File: src/rtl/missile_fire_ctrl.sv
// Fire scheduler for NUM_SHOOTERS missile movers: edge-latched requests, one missile per shooter,
// per-shooter frame cooldown, global in-flight cap, round-robin single grant per frame.
// Optional in-flight timeout release is enabled with `define MISSILE_TIMEOUT_EN.
module missile_fire_ctrl #(
  parameter int NUM_SHOOTERS    = 4,
  parameter int MAX_ACTIVE      = 2,
  parameter int COOLDOWN_FRAMES = 15,
  parameter int TIMEOUT_FRAMES  = 90
) (
  input  logic                    clk,
  input  logic                    resetN,
  input  logic                    startOfFrame,
  input  logic [NUM_SHOOTERS-1:0] fireReq,
  input  logic [NUM_SHOOTERS-1:0] missileHit,
  output logic [NUM_SHOOTERS-1:0] fireGrant,
  output logic [NUM_SHOOTERS-1:0] active,
  output logic [3:0]              activeCount,
  output logic [NUM_SHOOTERS-1:0] coolBusy
`ifdef MISSILE_TIMEOUT_EN
  ,
  output logic [NUM_SHOOTERS-1:0] timeoutKill
`endif
);

  localparam int PW = (NUM_SHOOTERS < 2) ? 1 : $clog2(NUM_SHOOTERS);
  localparam int CW = (COOLDOWN_FRAMES < 1) ? 1 : $clog2(COOLDOWN_FRAMES + 1);

  logic [NUM_SHOOTERS-1:0] pending;
  logic [NUM_SHOOTERS-1:0] prev_req;
  logic [NUM_SHOOTERS-1:0] rise;
  logic [NUM_SHOOTERS-1:0] elig;
  logic [NUM_SHOOTERS-1:0] win_oh;
  logic [NUM_SHOOTERS-1:0] tout;
  logic [CW-1:0]           cool [NUM_SHOOTERS];
  logic [PW-1:0]           ptr;
  logic [PW-1:0]           next_ptr;
  logic                    grant_ok;
  int                      idx;

`ifdef MISSILE_TIMEOUT_EN
  localparam int TW = (TIMEOUT_FRAMES < 1) ? 1 : $clog2(TIMEOUT_FRAMES + 1);
  logic [TW-1:0] tcnt [NUM_SHOOTERS];

  always_comb begin
    for (int i = 0; i < NUM_SHOOTERS; i++)
      tout[i] = active[i] && (tcnt[i] == TW'(TIMEOUT_FRAMES));
  end
`else
  assign tout = '0;
`endif

  assign rise = fireReq & ~prev_req;

  // NOTE: every always_comb output gets a default before any conditional code, so no latch is inferred.
  always_comb begin
    activeCount = '0;
    for (int i = 0; i < NUM_SHOOTERS; i++) begin
      activeCount = activeCount + 4'(active[i]);
      coolBusy[i] = (cool[i] != '0);
      elig[i]     = pending[i] && !active[i] && (cool[i] == '0);
    end
  end

  // Round-robin search starting at ptr; only meaningful on the startOfFrame cycle with the cap not reached.
  always_comb begin
    win_oh   = '0;
    next_ptr = ptr;
    grant_ok = 1'b0;
    idx      = 0;
    if (startOfFrame && (activeCount < 4'(MAX_ACTIVE))) begin
      for (int k = 0; k < NUM_SHOOTERS; k++) begin
        idx = int'(ptr) + k;
        if (idx >= NUM_SHOOTERS) idx = idx - NUM_SHOOTERS;
        if (!grant_ok && elig[idx]) begin
          grant_ok    = 1'b1;
          win_oh[idx] = 1'b1;
          next_ptr    = (idx == NUM_SHOOTERS - 1) ? '0 : PW'(idx + 1);
        end
      end
    end
  end

  // NOTE: sequential state uses non-blocking assignments so every register samples pre-edge values.
  always_ff @(posedge clk or negedge resetN) begin
    if (!resetN) begin
      prev_req  <= '0;
      pending   <= '0;
      active    <= '0;
      fireGrant <= '0;
      ptr       <= '0;
      // NOTE: cool is a small register array, not a RAM, so clearing it in reset is cheap and required.
      for (int i = 0; i < NUM_SHOOTERS; i++) cool[i] <= '0;
    end else begin
      prev_req  <= fireReq;
      fireGrant <= win_oh;
      ptr       <= next_ptr;
      for (int i = 0; i < NUM_SHOOTERS; i++) begin
        if (win_oh[i]) begin
          active[i]  <= 1'b1;
          pending[i] <= 1'b0;
          cool[i]    <= CW'(COOLDOWN_FRAMES);
        end else begin
          // Edges that arrive while a missile is in flight are dropped, not queued.
          if (rise[i] && !active[i]) pending[i] <= 1'b1;
          if (active[i] && (missileHit[i] || tout[i])) active[i] <= 1'b0;
          if (startOfFrame && (cool[i] != '0)) cool[i] <= cool[i] - CW'(1);
        end
      end
    end
  end

`ifdef MISSILE_TIMEOUT_EN
  // A hit on the timeout cycle wins the report, so timeoutKill only flags genuine expiries.
  always_ff @(posedge clk or negedge resetN) begin
    if (!resetN) begin
      timeoutKill <= '0;
      for (int i = 0; i < NUM_SHOOTERS; i++) tcnt[i] <= '0;
    end else begin
      for (int i = 0; i < NUM_SHOOTERS; i++) begin
        timeoutKill[i] <= tout[i] && !missileHit[i];
        if (win_oh[i])
          tcnt[i] <= '0;
        else if (startOfFrame && active[i] && (tcnt[i] != TW'(TIMEOUT_FRAMES)))
          tcnt[i] <= tcnt[i] + TW'(1);
      end
    end
  end
`endif

endmodule

File: config.mk
export PLATFORM = sky130hd
export DESIGN_NAME = missile_fire_ctrl
export DESIGN_NICKNAME = d
export VERILOG_FILES = /design/src/rtl/missile_fire_ctrl.sv
export SDC_FILE = /design/constraint.sdc
export NUM_CORES = 1
export LEC_CHECK = 0
export BUFFER_PORTS_ARGS = -buffer_cell sky130_fd_sc_hd__clkbuf_2
export CORE_MARGIN = 2
export CORE_UTILIZATION = 58
export DETAILED_ROUTE_END_ITERATION = 7
export PLACE_DENSITY = 0.8
export SYNTH_ARGS = -nofsm -noshare
export SYNTH_HDL_FRONTEND = slang
export SYNTH_SLANG_ARGS = --single-unit
File: constraint.sdc
create_clock -name clk -period 3.6 [get_ports clk]
set_input_delay 0.54 -clock clk [delete_from_list [all_inputs] [get_ports clk]]
set_output_delay 0.54 -clock clk [all_outputs]
set_load 0.01 [all_outputs]
**Word-level counts from Yosys, hierarchy flattened**

Cells that the tools add are included.

- Register bits after elaboration: 34
- Input bits: 11

- $add $sub $neg: 18
- $lt $le $gt $ge: 13
- Equality and inequality tests: 4
- Muxes and demuxes: 74
- Bitwise operators: 5
- Reduce and logical (&&, ||, !) cells: 57

Operator list:

| cell | number |
|---|---|
| $mux W32 | 8 |
| $eq A32 B3 Y1 const B | 4 |
| $ge A32 B1 Y1 const B | 4 |
| $lt A32 B4 Y1 const B | 4 |
| $mux W4 | 16 |
| $mux W1 | 34 |
| $logic_and A1 B1 Y1 | 28 |
| $reduce_bool A2 Y1 | 12 |
| $reduce_bool A4 Y1 | 5 |
| $logic_not A4 Y1 | 4 |
| $mux W2 | 8 |
| $sub A4 B1 Y4 const B | 4 |
| $or A4 B4 Y4 | 3 |
| $sub A3 B3 Y4 const B | 3 |
| $ge A3 B3 Y1 const B | 3 |
| $add A2 B2 Y2 const B | 4 |
| $bmux W1 S2 | 4 |
| $demux W1 S2 | 4 |
| $logic_not A1 Y1 | 7 |
| $add A2 B2 Y3 const B | 2 |
| $add A3 B1 Y4 | 1 |
| $and A4 B4 Y4 | 1 |
| $lt A4 B2 Y1 const B | 1 |
| $not A4 Y4 | 1 |
| other kinds (6) | 6 |

**Longest topological paths before layout**

Gate-level depths: netlist (run 1).

- Word-level depth: 24
- Gate-level depth with buffers: 10
- Gate-level depth less buffers: 10

**Worst setup path after synthesis (run 1)**

OpenSTA, ideal clock, no wires.

- Kind: reg2reg
- Start: reg active[0]
- End: reg pending[2]
- Setup time: 0.119 ns
- Arrival time: 2.441 ns
- Required time: 3.481 ns
- Slack: 1.039 ns
- Cell stages (with the launch flop): 11
- Cell sequence: dfrtp_1 -> inv_1 -> fa_1 -> inv_1 -> ha_1 -> inv_1 -> ha_1 -> nand2_1 -> nor4b_4 -> a221oi_4 -> nor2b_1

- Cells in the longest elaborated chain, start to end: 21

RTL lines:

| item | RTL line | RTL |
|---|---|---|
| start: declaration | 16 | `output logic [NUM_SHOOTERS-1:0] active,` |
| start signal: assignment | 88 | `active <= '0;` |
| start signal: indexed assignment | 99 | `active[i] <= 1'b1;` |
| $logic_not A1 Y1 | 60 | `elig[i] = pending[i] && !active[i] && (cool[i] == '0);` |
| $logic_and A1 B1 Y1 (2 in series) | 60 |  |
| $bmux W1 S2 | 74 | `if (!grant_ok && elig[idx]) begin` |
| $mux W1 (not written as such) (2 in series) | 74 |  |
| $mux W1 | 74 |  |
| $mux W1 | 70 | `if (startOfFrame && (activeCount < 4'(MAX_ACTIVE))) begin` |
| $logic_not A1 Y1 | 74 |  |
| $logic_and A1 B1 Y1 | 74 |  |
| (+3 left out) | - |  |
| $logic_and A1 B1 Y1 | 74 |  |
| $mux W1 | 74 |  |
| $mux W1 | 70 |  |
| $logic_not A1 Y1 | 74 |  |
| $logic_and A1 B1 Y1 | 74 |  |
| $mux W4 | 74 |  |
| $mux W4 * | 70 |  |
| $mux W1 / $reduce_bool A2 Y1 (equally long branches) | - |  |
| end signal: assignment | 87 | `pending <= '0;` |
| end signal: indexed assignment | 100 | `pending[i] <= 1'b0;` |
| end signal: indexed assignment | 104 | `if (rise[i] && !active[i]) pending[i] <= 1'b1;` |
| end: declaration | 28 | `logic [NUM_SHOOTERS-1:0] pending;` |

Every way passes the cells marked *; elsewhere a longest branch is shown, timed or not. The select of a mux whose other input is x is not followed.
A chain may end at the register's enable or synchronous reset.

**Worst setup path after layout (run 1)**

- Start: reg ptr[1]
- End: reg pending[2]

- Cells in the longest elaborated chain, start to end: 21

RTL lines:

| item | RTL line | RTL |
|---|---|---|
| start: declaration | 35 | `logic [PW-1:0] ptr;` |
| start signal: assignment | 96 | `ptr <= next_ptr;` |
| branches (longest 18 deep; another with $ge A32 B1 Y1) | - |  |
| $mux W4 * | 74 |  |
| $mux W4 * | 70 |  |
| $mux W1 / $reduce_bool A2 Y1 (equally long branches) | - |  |

Every way passes the cells marked *. The select of a mux whose other input is x is not followed.

==> results of run 1 <==
-- cell usage in the layout, fill, tap and decap left out, types with 2 or more instances in the layout --
cell,n
a211oi_1,2
a21oi_1,9
a221oi_4,3
a31oi_1,4
and2_2,2
and3_2,3
clkbuf_2,25
clkbuf_8,6
dfrtp_1,34
ha_1,13
inv_1,25
mux4_2,3
nand2_1,24
nand2_4,3
nand3_1,11
nand4_1,2
nand4b_1,2
nor2_1,9
nor2b_1,2
nor3_1,2
nor3b_1,3
nor3b_4,3
nor4_1,4
o211ai_1,4
o21a_1,4
o21ai_0,4
o21ai_1,3
o31ai_1,2
xnor2_1,9
-- critical path, delay by kind of cell (launching register included) --
family | cells | cell delay (ps)
adder cells (fa/ha/maj) | 1 | 510
AND/OR/NAND/NOR | 3 | 820
multiplexers | 1 | 360
flip-flops | 1 | 610
buffers and inverters | 1 | 200
AO/OA/AOI/OAI | 1 | 200
-- layout make-up --
cell class | count | area (um^2) | share of cell area (%)
clock buffers | 7 | 86.3 | 3.57
clock inverters | 1 | 5.00 | 0.207
inverters | 25 | 93.8 | 3.88
multi-input cells | 148 | 1190 | 49.2
flip-flops and latches | 34 | 851 | 35.2
well taps | 48 | 60.1 | 2.48
repair buffers | 26 | 133 | 5.49
-- kinds of logic (layout without fill, tap and decap cells) --
kind of cell / count (synthesis) / count (layout)
DFF: 34 / 34
AOI/OAI and AO/OA: 43 / 43
and+or+nand+nor: 77 / 77
other: 1 / 1
xor gates and xnor gates: 9 / 9
buffers and inverters: 30 / 59
adders and majority gates: 14 / 14
muxes: 4 / 4
-- layer usage --
| metal | vias to the layer above | global-route usage [%] | share of wire (%) |
|---|---|---|---|
| met3 | 4 | 5.48 | 5.7 |
| met5 | - | 0 | 0 |
| met2 | 53 | 38.1 | 49 |
| li1 | 804 | - | - |
| met1 | 816 | 30.8 | 45 |
| met4 | 0 | 8.33 | 1.1 |
-- report_power, final --
part	total [mW]	internal (mW)	switching (mW)
Sequential	0.696	0.540	0.156
Clock	0.287	0.154	0.133
Combinational	1.05	0.450	0.604
Total	2.04	1.14	0.892
-- metrics by stage --
step	hold WS (ps)	setup WS [ps]	cells	util, %	power [mW]
after floorplan	244	1040	212	-	1.52
after global routing	364	655	289	66.5	2.22
after CTS	359	828	289	66.5	2.05
after detailed placement	476	847	281	64.0	1.75
after global placement	470	907	281	64.0	1.73
final	334	779	289	66.5	2.04
-- worst paths after layout --
kind | startpoint | to | slack, ps
worst max-delay path | ptr[1]$_DFFE_PN0P_ | pending[2]$_DFFE_PN0P_ | 780
worst min register to register | pending[0]$_DFFE_PN0P_ | pending[0]$_DFFE_PN0P_ | 490
worst max register to register | ptr[1]$_DFFE_PN0P_ | pending[2]$_DFFE_PN0P_ | 780
min in group clk | fireReq[0] | prev_req[0]$_DFF_PN0_ | 370
worst min-delay path | resetN | cool[14]$_DFFE_PN0P_ | 330
max in group asynchronous | resetN | pending[2]$_DFFE_PN0P_ | 2750
-- registers in the layout, summed over array words and instances, names as in the netlist --
signal     flops
cool          16
active         4
fireGrant      4
pending        4
prev_req       4
ptr            2
==> results.md, run 1 <==
- Vias post-DR: 1677
- Critical path data arrival time: 3000 ps
- Post-Synth Simple-Gate Area: 22.4%
- Vias in the first global route: 1635
- Most common cell in the netlist: dfrtp_1
- Share of the synthesized area in the top cell type: 39.1%
- Clock latency on the worst-skew pair: 290 ps
- Core region area: 3630 um^2
- Hold buffers post-CTS: 0
- XOR/XNOR Fraction of Synth Area: 3.62%
- Pins over their slew limit: 0
- FF+latch count, synth: 34
- Area Overhead vs Synth: 11.0%
- Port Buffers: 25
- Critical Path, Cell by Cell: inv_1, ha_1, mux4_2, nand2_4, nor4b_4, a221oi_4, nor2b_1
- Post-synthesis mux area share: 3.56%
- Detailed Route Iter0 Violations: 119
- Initial antenna violation count: 0
- Placed Area: 2330 um^2
- Layout cells sized above 1: 23.7%
- Hold Path Class: primary input to async pin
- Layout fillers: 298
- Worst VDD drop: 477 uV
- DR DRC count: 0
- Setup TNS: 0 ps
- Top-Level Pins: 27
- Total track usage: 23.5%
- Post-CTS Setup Bufs: 0
- # setup viols final: 0
- TritonCTS Buffers: 5
- Die X: 65.3 um
- Max FO, Critical Path: 12
- Critical path's slowest cell: dfrtp_1
- Global-route wire length before repair: 7.70 mm
- Final worst-path cycle share: 78.4%
- Initial core utilization: 59.9%
- Synth Area in Compound Gates: 16.5%
- Nets: 265
- Router iterations before antenna repair: 4
- WL per Instance: 15.2 um
- Final Hold Vio Count: 0
- Vias per cell: 5.80
- Routed Wire Length: 4.40 mm
- Main combinational cell family by area after synthesis: simple AND/OR/NAND/NOR gates
- Final Instance Area: 2420 um^2
- Async SR Flop Fraction: 100%
- Post-synth EDFFs: 0
- Lkg Pwr: 1.11 nW
- Synth cell types: 49
- HPWL after DPL: 3.33 mm
- Worst path required time: 3780 ps
- Diodes inserted: 0
- Post-Synthesis Cells: 212
- Worst-Margin Slew: 820 ps
- Clock buffer depth: 2
- Slew margin rel.: 45.4%
- Max_cap viols: 0
- Crit end category: register
- Register area share after synthesis: 39.1%
- Crit path time final: 2820 ps
- Site row count: 22
- GRT overflow: 0
- Synth warn: 0
- Syn Nets: 237
- Synth Area per Inst: 10.3 um^2
- Placer Congestion: 0.949
- Worst clock skew: 8.23 ps
- Clk slew on worst S/H paths: 70 ps
- Top cells by count, synth: 34 x dfrtp_1, 25 x inv_1, 24 x nand2_1
- Status: finished, final reports clean
- Post-synth top flop: dfrtp_1
- WS Path Type: register to register
- Die Ht: 65.3 um
- CTS tree: built
- Fmax: 355 MHz
- Unrepaired setup endpoints after global routing: false
- Pin count of the biggest net entering global routing: 35
- Power Dens Cells: 842 nW/um^2
- Mapped cell area: 2180 um^2
- Antenna-violating nets left: 0
- Critical Path Max Stage Delay: 610 ps
- Clock tree root driver cell: clkbuf_8
- Leading area contributor after synthesis: dfrtp_1
- Reg2Reg Depth: 7
- Largest cells by area after synthesis: dfrtp_1 39%, ha_1 7.5%, inv_1 4.3%, nand2_1 4.1%, a221oi_4 3.6%
- Sink Count: 34
- H-tree depth: 2
- Startpoint types: register
- Post-CTS sizing: 0
- Post-Synth Adder-Cell Area: 8.39%
- Full die area: 4260 um^2
No activity file was read; power rests on OpenSTA's default activity.
==> run 2, diff against run 1 <==
==> constraint.sdc (replaced) <==
create_clock -name clk -period 2.78 [get_ports clk]
set_input_delay 0.417 -clock clk [delete_from_list [all_inputs] [get_ports clk]]
set_output_delay 0.417 -clock clk [all_outputs]
set_load 0.01 [all_outputs]
==> run 2 against run 1 <==
Net effect: combinational power is 44% higher; sequential share of layout area is 1.7 points lower; flip-flop and latch count stayed put.
==> results.md, run 2 (synthesized netlist as in run 1, its figures left out) <==
- Hold buffers post-CTS: 0 (unchanged)
- R2r setup slk: 130 ps (-650 ps)
- Vias in the first global route: 1712 (+4.7%)
- Startpoint types: register
- Clock latency on the worst-skew pair: 290 ps (about the same)
- Lkg Pwr: 1.17 nW (+5.1%)
- WS Path Type: register to register
- Layout fillers: 287 (-3.7%)
- Max reg flops: 16 (unchanged)
- Detailed Route Iter0 Violations: 92 (-23%)
- Critical path data arrival time: 2800 ps (-200 ps)
- RR Startpoint: cool[8]$_DFFE_PN0P_
- Final worst-path cycle share: 95.2% (+17 points)
- Area Overhead vs Synth: 16.6%
- Core region area: 3630 um^2 (unchanged)
- Clock buffer depth: 2 (unchanged)
- Pins over their slew limit: 0 (unchanged)
- # setup viols final: 0 (unchanged)
- Max_cap viols: 0 (unchanged)
- Port Buffers: 25 (unchanged)
- Pin count of the biggest net entering global routing: 35 (unchanged)
- Register with the most flip-flops: cool
- Clock tree root driver cell: clkbuf_8
- H-tree depth: 2 (unchanged)
- Initial antenna violation count: 0 (unchanged)
- Busiest grt layer: met2
- Met1 usage in global routing: 29.7% (-1.1 points)
- Die X: 65.3 um (unchanged)
- Worst path required time: 2930 ps (-850 ps)
- Nets: 274 (+3.4%)
- Worst VDD drop: 620 uV (+30%)
- Placer Congestion: 0.955 (+0.63%)
- Placed Area: 2380 um^2 (+2.3%)
- CP startpoint: cool[8]$_DFFE_PN0P_
- Total track usage: 23.7% (+0.21 points)
- Reg2reg end: cool[5]$_DFFE_PN0P_
- Hold Path Class: primary input to async pin
- Site row count: 22 (unchanged)
- HPWL after DPL: 3.41 mm (+2.5%)
- Diodes inserted: 0 (unchanged)
- GRT overflow: 0 (unchanged)
- Sink Count: 34 (unchanged)
- Fmax: 378 MHz (+6.5%)
- CTS tree: built
- Met2 Use GR: 39.2% (+1.0 points)
- Final Hold Vio Count: 0 (unchanged)
- Vias per cell: 5.77 (-0.49%)
- Max FO, Critical Path: 7 (-5)
- Full die area: 4260 um^2 (unchanged)
- Antenna-violating nets left: 0 (unchanged)
- Status: finished, final reports clean
- DR DRC count: 0 (unchanged)
- Crit path time final: 2650 ps (-173 ps)
- Power Dens Cells: 1120 nW/um^2 (+33%)
- Most frequent cells in the layout: 34 x dfrtp_1, 25 x clkbuf_2, 24 x inv_1, 23 x nand2_1, 11 x ha_1
- Reg2Reg Depth: 10 (+3)
- Slew margin rel.: 45.8% (+0.43 points)
- Layout cells sized above 1: 28.9% (+5.3 points)
- Final Instance Area: 2540 um^2 (+5.0%)
- Crit end category: register
- Routed Wire Length: 4.47 mm (+1.7%)
- Initial core utilization: 59.9% (unchanged)
- WL per Instance: 15.1 um (-1.1%)
- Worst-Margin Slew: 813 ps (-6.40 ps)
- Router iterations before antenna repair: 5 (+1)
- Top-Level Pins: 27 (unchanged)
- Die Ht: 65.3 um (unchanged)
- Setup TNS: 0 ps (unchanged)
- Commonest non-fill, non-tap cell in the layout: dfrtp_1
- Clk slew on worst S/H paths: 70 ps (about the same)
- Grt met3 use: 6.68% (+1.2 points)
- Global-route wire length before repair: 7.80 mm (+1.3%)
- Vias post-DR: 1715 (+2.3%)
- Worst clock skew: 5.82 ps (-2.41 ps)
- TritonCTS Buffers: 5 (unchanged)
-- run 2: timing repair --
action / 4_1_cts / 5_1_grt
endpoints found under the setup margin: 0 / 14
resized for setup: 0 / 8
setup buffers: 0 / 2
-- run 2: metal layers --
layer / vias up / share of wire, %
li1: 821 / -
met1: 810 / 43
met2: 74 / 47
met3: 10 / 6.8
met4: 0 / 2.5
met5: - / 0
-- run 2: power by group --
part | leakage, nW | internal, mW | switching, mW
logic | 0.711 | 0.663 | 0.847
clock network | 0.0573 | 0.287 | 0.171
registers | 0.403 | 0.700 | 0.186
-- run 2: final cells by class --
cell class | instances | area (um^2) | share of cell area (%)
multi-input combinational | 148 | 1220 | 48.1
sequential | 34 | 851 | 33.5
inverter | 25 | 93.8 | 3.70
tap | 48 | 60.1 | 2.37
clock buffer | 6 | 82.6 | 3.25
timing repair buffer | 35 | 200 | 7.89
clock inverter | 1 | 30.0 | 1.18
-- run 2: per-stage QoR --
stage | std cells | hold slack (ps) | util, % | setup slack, ps | power (mW)
finish | 297 | 208 | 69.8 | 132 | 2.85
global placement | 288 | 466 | 65.5 | 60.1 | 2.31
floorplan | 212 | 121 | - | 219 | 1.97
detailed placement | 288 | 480 | 65.5 | 60.7 | 2.34
global route | 297 | 233 | 69.8 | -11.6 | 3.09
CTS | 295 | 231 | 68.6 | 41.5 | 2.81
-- run 2: worst max-delay path: stages (launching register included) --
cell,delay [ps]
dfrtp_1,380
inv_1,90
ha_1,200
nor3b_4,300
nand3_2,150
mux4_2,520
nand2_4,110
nor4b_4,40
buf_4,170
a221oi_4,400
o211ai_1,150
-- run 2: worst max path at each step --
| stage | to | slack [ps] | cells after the start |
|---|---|---|---|
| after floorplan | pending[2]$_DFFE_PN0P_ | 220 | 10 |
| after global placement | cool[9]$_DFFE_PN0P_ | 60 | 10 |
| after detailed placement | cool[13]$_DFFE_PN0P_ | 60 | 10 |
| after CTS | cool[13]$_DFFE_PN0P_ | 40 | 10 |
| after global routing | cool[5]$_DFFE_PN0P_ | -10 | 10 |
| final | cool[5]$_DFFE_PN0P_ | 130 | 10 |
==> run 3, diff against run 2 <==
--- a/config.mk
+++ b/config.mk
@@ -7,9 +7,8 @@
 export LEC_CHECK = 0
 export BUFFER_PORTS_ARGS = -buffer_cell sky130_fd_sc_hd__clkbuf_2
 export CORE_MARGIN = 2
-export CORE_UTILIZATION = 58
+export CORE_UTILIZATION = 33
 export DETAILED_ROUTE_END_ITERATION = 7
-export PLACE_DENSITY = 0.8
 export SYNTH_ARGS = -nofsm -noshare
 export SYNTH_HDL_FRONTEND = slang
 export SYNTH_SLANG_ARGS = --single-unit
==> run 3 against run 2 <==
Net effect: total power shrank 0.75%; worst hold slack gained 20 ps; first-iteration DRC count shrank 2.2%; count of clock-buffer cells in the layout grew 1; utilization shrank 29 points; flip-flop and latch count is the same; wire length grew 12%; setup slack lost 2.7 ps; global-route usage shrank 9.0 points; non-clock buffer count grew 4; die area grew 71%; via count shrank 0.23%; critical path type unchanged.
==> results.md, run 3 (synthesized netlist as in run 1, its figures left out) <==
- Final worst-path cycle share: 95.3% (+0.097 points)
- CTS tree: built
- Hold Path Class: primary input to async pin
- Initial antenna violation count: 0 (unchanged)
- Total track usage: 14.6% (-9.0 points)
- Commonest non-fill, non-tap cell in the layout: dfrtp_1
- Crit end category: register
- Buf/Inv on CP: 2 (unchanged)
- Layout fillers: 630 (+120%)
- Port Buffers: 25 (unchanged)
- CP startpoint: cool[9]$_DFFE_PN0P_
- Startpoint types: register
- Status: finished, final reports clean
- Lkg Pwr: 1.18 nW (+0.86%)
- WL per Instance: 15.1 um (+0.30%)
- Critical path's slowest cell: mux4_2
- Final Hold Vio Count: 0 (unchanged)
- Worst path required time: 2930 ps (about the same)
- Critical path data arrival time: 2800 ps (about the same)
- Pins over their slew limit: 0 (unchanged)
- Full die area: 7260 um^2 (+71%)
- Critical Path, Cell by Cell: inv_1, ha_4, nor3b_4, nand3_2, mux4_2, nand2_4, nor4b_4, buf_4, a221oi_4, o211ai_1
- GRT overflow: 0 (unchanged)
- Sw Share: 43.8% (+1.6 points)
- Global-route wire length before repair: 8.31 mm (+6.6%)
- Clk slew on worst S/H paths: 70 ps (about the same)
- Area Overhead vs Synth: 19.6%
- WS Path Type: register to register
- Nets: 278 (+1.5%)
- Vias in the first global route: 1665 (-2.7%)
- CP top delay family: simple AND/OR/NAND/NOR gates
- Most frequent cells in the layout: 34 x dfrtp_1, 25 x clkbuf_2, 24 x inv_1, 23 x nand2_1, 13 x buf_4
- Initial core utilization: 34.3% (-26 points)
- Max_cap viols: 0 (unchanged)
- Psw: 1.24 mW (+3.0%)
- Sink Count: 34 (unchanged)
- # setup viols final: 0 (unchanged)
- HPWL after DPL: 3.65 mm (+7.1%)
- Router iterations before antenna repair: 4 (-1)
- Pin count of the biggest net entering global routing: 35 (unchanged)
- Internal: 1.59 mW (-3.5%)
- Layout cells sized above 1: 30.7% (+1.8 points)
- Fin cells: 331 (+11%)
- H-tree depth: 2 (unchanged)
- Max FO, Critical Path: 7 (unchanged)
- TritonCTS Buffers: 5 (unchanged)
- Placed Cells incl. Taps: 315 (+9.4%)
- DR DRC count: 0 (unchanged)
- Power Dens Cells: 1090 nW/um^2 (-3.3%)
- Register with the most flip-flops: cool
- Die X: 85.2 um (+31%)
- Final Instance Area: 2600 um^2 (+2.6%)
- RR Startpoint: cool[9]$_DFFE_PN0P_
- Worst VDD drop: 489 uV (-21%)
- Vias post-DR: 1711 (-0.23%)
- Combinational Power Share: 55.4% (+2.5 points)
- Worst-Margin Slew: 855 ps (+42.0 ps)
- Diodes inserted: 0 (unchanged)
- Clock Power Share: 13.3% (-2.7 points)
- Routed Wire Length: 5.00 mm (+12%)
- Clock buffer depth: 2 (unchanged)
- Clock tree root driver cell: clkbuf_8
- Placed Area: 2400 um^2 (+0.89%)
- Site row count: 29 (+32%)
- Slew margin rel.: 43.0% (-2.8 points)
- Clock latency on the worst-skew pair: 290 ps (about the same)
- Fmax: 377 MHz (-0.10%)
- Sequential Power Share: 31.3% (+0.2 points)
- Detailed Route Iter0 Violations: 90 (-2.2%)
- Max reg flops: 16 (unchanged)
- Crit path time final: 2650 ps (+2.69 ps)
- Antenna-violating nets left: 0 (unchanged)
- Worst hold slack: 228 ps (+20.3 ps)
- Hold buffers post-CTS: 0 (unchanged)
- Core region area: 6350 um^2 (+75%)
- Critical Path Max Stage Delay: 540 ps (+20 ps)
- Placer Congestion: 0.876 (-8.3%)
- Top-Level Pins: 27 (unchanged)
- Die Ht: 85.2 um (+31%)
- Worst clock skew: 5.30 ps (-0.521 ps)
- Vias per cell: 5.17 (-10%)
- PnR worst setup slack: 129 ps (-2.69 ps)
- Worst slack, placed: 57.5 ps (-3.20 ps)
-- run 3: stage by stage --
| step | utilization (%) | TNS (ps) | power (mW) |
|---|---|---|---|
| 6_report | 41.0 | 0 | 2.83 |
| 3_5_place_dp | 37.8 | 0 | 2.33 |
| 3_3_place_gp | 37.8 | 0 | 2.32 |
| 2_1_floorplan | - | 0 | 1.97 |
| 4_1_cts | 39.2 | 0 | 2.73 |
| 5_1_grt | 41.0 | -36.5 | 3.08 |
-- run 3: worst register-to-register path: stages (launching register included) --
cell and delay (ps):
dfrtp_1 400, inv_1 110, ha_4 150, nor3b_4 290, nand3_2 130, mux4_2 540
nand2_4 110, nor4b_4 50, buf_4 170, a221oi_4 390, o211ai_1 160
-- run 3: power groups by stage --
stage / Clock (mW) / Combinational (mW) / Sequential (mW)
finish: 0.378 / 1.57 / 0.886
global route: 0.415 / 1.75 / 0.918
CTS: 0.391 / 1.45 / 0.883
detailed placement: 0 / 1.44 / 0.892
global placement: 0 / 1.43 / 0.885
floorplan: 0 / 1.09 / 0.880
-- run 3: final timing paths --
| kind | end | slack, ps | cells after the start |
|---|---|---|---|
| worst min-delay path | cool[14]$_DFFE_PN0P_ | 230 | 1 |
| min in group clk | prev_req[3]$_DFF_PN0_ | 250 | 1 |
| worst max register to register | cool[9]$_DFFE_PN0P_ | 130 | 10 |
| max in group asynchronous | active[2]$_DFFE_PN0P_ | 2020 | 1 |
| worst min register to register | pending[0]$_DFFE_PN0P_ | 490 | 1 |
| worst max-delay path | cool[9]$_DFFE_PN0P_ | 130 | 10 |
-- run 3: metal layers --
metal  track usage, %  wire length [um]  vias up
met3             3.99               256        6
met1             20.2              2370      835
li1                 -                 -      831
met2             22.0              2330       39
met5                0                 0        -
met4             5.34                39        0
-- run 3: final cells by class --
cell class / count / area [um^2] / share of cell area, %
multi-input cells: 148 / 1240 / 47.5
flip-flops and latches: 34 / 851 / 32.7
repair buffers: 39 / 234 / 8.99
well taps: 77 / 96.3 / 3.70
inverters: 25 / 93.8 / 3.60
clock buffers: 7 / 86.3 / 3.32
clock inverters: 1 / 5.00 / 0.192
-- run 3: what timing repair did --
action                                 CTS  global route
buffers inserted                         0             8
resized for setup                        0            12
endpoints found under the hold margin    0             0
setup endpoints to repair                0            28
